[config.mk]
export PLATFORM = sky130hd
export DESIGN_NAME = inverse_peres_pipe
export DESIGN_NICKNAME = d
export VERILOG_FILES = /design/src/rtl/reversible_pkg.sv /design/src/rtl/rl_pipe_reg.sv /design/src/rtl/inverse_peres_pipe.sv
export SDC_FILE = /design/constraint.sdc
export NUM_CORES = 1
export LEC_CHECK = 0
export CORE_AREA = 2 2 91 93
export DETAILED_ROUTE_END_ITERATION = 6
export DIE_AREA = 0 0 93 95
export SLEW_MARGIN = 20
export SYNTH_ARGS = -nofsm -noshare
export SYNTH_HDL_FRONTEND = slang
export SYNTH_SLANG_ARGS = --single-unit
[constraint.sdc]
create_clock -name clk -period 2.1 [get_ports clk]
set_input_delay 0.63 -clock clk [delete_from_list [all_inputs] [get_ports clk]]
set_output_delay 0.63 -clock clk [all_outputs]
set_load 0.02 [all_outputs]
[src/rtl/reversible_pkg.sv]
// reversible_pkg -- shared definitions for the reversible-logic datapath.
//
// Purpose:
//   Peres gate encode/decode reference functions and a triple container
//   type. Words are PKG_W bits wide; narrower datapaths zero-extend on the
//   way in and truncate on the way out. The inverse is provided both whole
//   (peres_inv) and as its two halves (peres_inv_b, peres_inv_c) so a
//   pipelined decoder can place the halves in separate stages.
// Ports: none (package).
package reversible_pkg;

  localparam int PKG_W = 64;

  typedef logic [PKG_W-1:0] word_t;

  // Generic (x, y, z) triple: (a, b, c) operands or (p, q, r) encoding.
  typedef struct packed {
    word_t x;
    word_t y;
    word_t z;
  } triple_t;

  // Forward Peres gate: p = a, q = a ^ b, r = (a & b) ^ c.
  function automatic triple_t peres_fwd(word_t a, word_t b, word_t c);
    triple_t t;
    t.x = a;
    t.y = a ^ b;
    t.z = (a & b) ^ c;
    return t;
  endfunction

  // First decode half: recovers b from p and q.
  function automatic word_t peres_inv_b(word_t p, word_t q);
    return p ^ q;
  endfunction

  // Second decode half: recovers c once a and b are known.
  function automatic word_t peres_inv_c(word_t r, word_t a, word_t b);
    return r ^ (a & b);
  endfunction

  // Inverse Peres gate: a = p, b = p ^ q, c = r ^ (a & b).
  function automatic triple_t peres_inv(word_t p, word_t q, word_t r);
    triple_t t;
    t.x = p;
    t.y = peres_inv_b(p, q);
    t.z = peres_inv_c(r, t.x, t.y);
    return t;
  endfunction

endpackage

[src/rtl/rl_pipe_reg.sv]
// rl_pipe_reg -- one valid/ready pipeline register slice.
//
// Purpose:
//   Holds one payload word. Loads whenever it is empty or its current word
//   is leaving this cycle, so bubbles collapse. No skid buffer: in_ready is
//   combinational from out_ready.
// Ports:
//   clk, rst            clock, synchronous active-high reset
//   in_valid/in_ready   upstream handshake
//   in_data   [W]       upstream payload
//   out_valid/out_ready downstream handshake
//   out_data  [W]       registered payload
module rl_pipe_reg #(
  parameter int W = 8
) (
  input  logic         clk,
  input  logic         rst,
  input  logic         in_valid,
  output logic         in_ready,
  input  logic [W-1:0] in_data,
  output logic         out_valid,
  input  logic         out_ready,
  output logic [W-1:0] out_data
);

  assign in_ready = !out_valid || out_ready;

  // NOTE: state is updated with non-blocking assignments so every register
  // samples pre-edge values, independent of block evaluation order.
  always_ff @(posedge clk) begin
    if (rst) begin
      // NOTE: the data register is cleared too (not just valid) so the
      // outputs read zero out of reset instead of stale contents.
      out_valid <= 1'b0;
      out_data  <= '0;
    end else if (in_ready) begin
      out_valid <= in_valid;
      out_data  <= in_data;
    end
  end

endmodule

[src/rtl/inverse_peres_pipe.sv]
// inverse_peres_pipe -- two-stage, backpressure-aware inverse Peres decoder.
//
// Purpose:
//   Turns encoded (P, Q, R) triples back into (A, B, C), lane by lane:
//   A = P, B = P ^ Q, C = R ^ (A & B). Stage 1 registers A, B and R;
//   stage 2 computes C from the stage-1 registers and holds the result.
// Ports:
//   clk, rst                 clock, synchronous active-high reset
//   in_valid/in_ready        input handshake (in_ready low during reset)
//   in_p, in_q, in_r [WIDTH] encoded triple
//   out_valid/out_ready      output handshake
//   out_a, out_b, out_c      recovered operands
//   word_cnt [CNT_W]         output transfers since reset, wrapping
module inverse_peres_pipe
  import reversible_pkg::*;
#(
  parameter int WIDTH = 8,
  parameter int CNT_W = 16
) (
  input  logic             clk,
  input  logic             rst,
  input  logic             in_valid,
  output logic             in_ready,
  input  logic [WIDTH-1:0] in_p,
  input  logic [WIDTH-1:0] in_q,
  input  logic [WIDTH-1:0] in_r,
  output logic             out_valid,
  input  logic             out_ready,
  output logic [WIDTH-1:0] out_a,
  output logic [WIDTH-1:0] out_b,
  output logic [WIDTH-1:0] out_c,
  output logic [CNT_W-1:0] word_cnt
);

  localparam int PW = 3 * WIDTH;

  logic [WIDTH-1:0] b_next;
  logic [WIDTH-1:0] c_next;
  logic [WIDTH-1:0] a1, b1, r1;
  logic [PW-1:0]    s1_data;
  logic [PW-1:0]    s2_data;
  logic             s1_ready;
  logic             v1;
  logic             s2_ready;

  // First decode half ahead of stage 1.
  assign b_next = WIDTH'(peres_inv_b(word_t'(in_p), word_t'(in_q)));

  rl_pipe_reg #(.W(PW)) u_s1 (
    .clk       (clk),
    .rst       (rst),
    .in_valid  (in_valid),
    .in_ready  (s1_ready),
    .in_data   ({in_p, b_next, in_r}),
    .out_valid (v1),
    .out_ready (s2_ready),
    .out_data  (s1_data)
  );

  assign a1 = s1_data[PW-1 -: WIDTH];
  assign b1 = s1_data[2*WIDTH-1 -: WIDTH];
  assign r1 = s1_data[WIDTH-1:0];

  // Second decode half between the stages, using the registered A and B.
  assign c_next = WIDTH'(peres_inv_c(word_t'(r1), word_t'(a1), word_t'(b1)));

  rl_pipe_reg #(.W(PW)) u_s2 (
    .clk       (clk),
    .rst       (rst),
    .in_valid  (v1),
    .in_ready  (s2_ready),
    .in_data   ({a1, b1, c_next}),
    .out_valid (out_valid),
    .out_ready (out_ready),
    .out_data  (s2_data)
  );

  assign out_a = s2_data[PW-1 -: WIDTH];
  assign out_b = s2_data[2*WIDTH-1 -: WIDTH];
  assign out_c = s2_data[WIDTH-1:0];

  // Masked during reset so nothing is handed over while state is clearing.
  assign in_ready = s1_ready && !rst;

  always_ff @(posedge clk) begin
    if (rst) begin
      word_cnt <= '0;
    end else if (out_valid && out_ready) begin
      word_cnt <= word_cnt + 1'b1;
    end
  end

endmodule

==> results.sh <==
export IMPL_yosys_top_cells_count="nand2_1, dfxtp_1, nor2_1, a21oi_1, a211oi_1"
export IMPL_postSynth_asyncResetShare=0
export IMPL_clockRootBuffer="clkbuf_8"
export IMPL_drt_iter0_drc=64
export IMPL_coreArea_um2=7928
export IMPL_tns_ns=0
export IMPL_area_growth_pct=39.46
export IMPL_grt_antenna_before_repair=0
export IMPL_vias_per_cell=4.604
export IMPL_synth_cell_types=30
export IMPL_syn_cell_area_um2=2664
export IMPL_multiInputGateArea_um2=1227
export IMPL_drive_above_1_share=0.1170
export IMPL_numCtsBuffers=9
export IMPL_cts_tree="done"
export IMPL_whs_ns=0.4517
export IMPL_yosys_warnings=0
export IMPL_fin_skew_ns=0.005112
export IMPL_rows=33
export IMPL_port_buffers=69
export IMPL_synth_top_area_share=0.4960
export IMPL_die_y_um=95
export IMPL_power_density_nw_per_um2=759.3
export IMPL_synth_top_cell_by_area="dfxtp_1"
export IMPL_synth_flop_cell="dfxtp_1"
export IMPL_synth_edf_count=0
export IMPL_cts_max_path_buffers=2
export IMPL_worst_slack_ns=0.05392
export IMPL_synth_seq_area_share=0.4960
export IMPL_preCtsSetupSlack_ns=-0.5503
export IMPL_cellLeakagePower_nw=1.455
export IMPL_status="completed"
export IMPL_report_final_slew_viol_count=0
export IMPL_antennaDiodeCount=0
export IMPL_synth_fp_nets=344
export IMPL_crit_type="flop to output port"
export IMPL_htree_levels=3
export IMPL_power_mw=2.821
export IMPL_ys_ff_latch=66
export IMPL_ant_nets=0
export IMPL_critPathCaptureType="output port"
export IMPL_clock_sinks=66
export IMPL_grt_pass1_wl_um=10250
export IMPL_fillers=828
export IMPL_grt_usage=0.1506
export IMPL_postCtsHoldBufs=0
export IMPL_whs_path_depth=2
export IMPL_r2r_cells=4
export IMPL_crit_arrival_ns=1.42
export IMPL_setup_violations=0
export IMPL_finalHoldViolCount=0
export IMPL_ios=70
export IMPL_worst_pin_slew_ns=0.7751
export IMPL_period_share=0.9743
export IMPL_grt_max_degree=70
export IMPL_die_w_um=93
export IMPL_drc=0
export IMPL_gp_congestion=0.7916
export IMPL_wl_per_cell_um=12.67
export IMPL_peakVddDrop_v=0.0003588
export IMPL_clk_pin_slew_ns=0.08
export IMPL_fmax_ghz=0.4887
export IMPL_overflow=0
export IMPL_hp_class="flop to flop"
export IMPL_dr_pass1_iters=4
export IMPL_slew_headroom=0.4833
export IMPL_crit_fanout=6
export IMPL_clock_latency_ns=0.33
export IMPL_rsz0062_at_grt="no"
export IMPL_wirelength_um=6311
export IMPL_netlist_top_cells_area="dfxtp_1, nand2_1, a21oi_1"
export IMPL_seqCellArea_um2=1321
export IMPL_critical_path_required_ns=1.47
export IMPL_dieArea_um2=8835
export IMPL_post_cts_buffers=0
export IMPL_initial_core_util=0.3360
export IMPL_syn_inst=315
export IMPL_crit_path_start_kind="flop"
export IMPL_synth_most_common_cell="nand2_1"
export IMPL_avgSynthCellArea_um2=8.457
export IMPL_hpwl_um=4246
export IMPL_min_period_ns=2.046
export IMPL_dr_total_vias=2293
export IMPL_maxCapViolations=0
export IMPL_num_nets_final=417
export IMPL_grt_pass1_vias=2122
-- layer usage --
layer  part of all wire  routed length, µm  vias up  global-route usage
met5                  0                  0        -                   0
met4              0.015                 96        0             0.06250
met3              0.049                310        9             0.04389
met2               0.48               3011       54              0.2506
met1               0.46               2893     1038              0.1827
li1                   -                  -     1192                   -
-- cell type report --
cell class / count / share of cell area
Clock inverter: 7 / 0.02526
Clock buffer: 9 / 0.03334
Timing Repair Buffer: 80 / 0.2159
Tap cell: 105 / 0.03537
Sequential cell: 66 / 0.3557
Inverter: 4 / 0.004042
Multi-Input combinational cell: 227 / 0.3304
-- registers in the layout, summed over array words and instances, names as in the netlist --
name / count
u_s2.out_data: 24
u_s2.out_valid: 1
word_cnt: 16
u_s1.out_data: 24
u_s1.out_valid: 1
-- final timing paths --
check             slack (ns)              start                end
setup / recovery        0.05     u_s2.out_valid          out_valid
hold / removal          0.45  u_s2.out_data[23]  u_s2.out_data[23]
setup reg to reg        0.48        word_cnt[6]       word_cnt[14]
hold reg to reg         0.45  u_s2.out_data[23]  u_s2.out_data[23]
-- metrics by stage --
stage / std cells / utilization / area [µm²]
floorplan: 315 / - / 2664
global placement: 482 / 0.4400 / 3488
detailed placement: 482 / 0.4400 / 3488
CTS: 498 / 0.4670 / 3702
global route: 498 / 0.4686 / 3715
finish: 498 / 0.4686 / 3715
-- power breakdown --
group          total, mW  switching (mW)  internal, mW
clock               1.17           0.501         0.666
combinational      0.300           0.146         0.154
sequential          1.35          0.0407          1.31
total               2.82           0.687          2.13
-- cells in the final DEF (no fill, tap or decap), drive strengths merged, types with 3 or more instances in the layout --
cell           instances
clkdlybuf4s50         61
nand3                  5
a21oi                 37
dlymetal6s2s           5
dfxtp                 66
nand4                  4
a31o                   3
xnor2                 15
a211oi                17
nor3                   5
nand2                 80
clkbuf                 9
nor4                   3
nor2                  35
xor2                  10
buf                   13
inv                    4
clkinv                 3
-- repair_timing --
| action | 4_1_cts | 5_1_grt |
|---|---|---|
| hold endpoints to repair | 0 | 0 |
| gates resized for setup | 6 | 5 |
| setup endpoints to repair | 1 | 5 |
-- cells by family after synthesis --
family                   after synthesis  share of synthesized area
buffers and inverters                 22                    0.04321
multiplexers                           1                   0.004227
XOR/XNOR                              25                    0.08220
AO/OA/AOI/OAI                         59                     0.1423
adder cells (fa/ha/maj)                1                   0.004696
AND/OR/NAND/NOR                      141                     0.2273
flip-flops                            66                     0.4960
-- critical path, stage by stage (launching register included) --
cell             delay (ns)
dfxtp_1                0.33
buf_4                  0.15
clkdlybuf4s50_1        0.61
(Power assumes the default switching activity.)
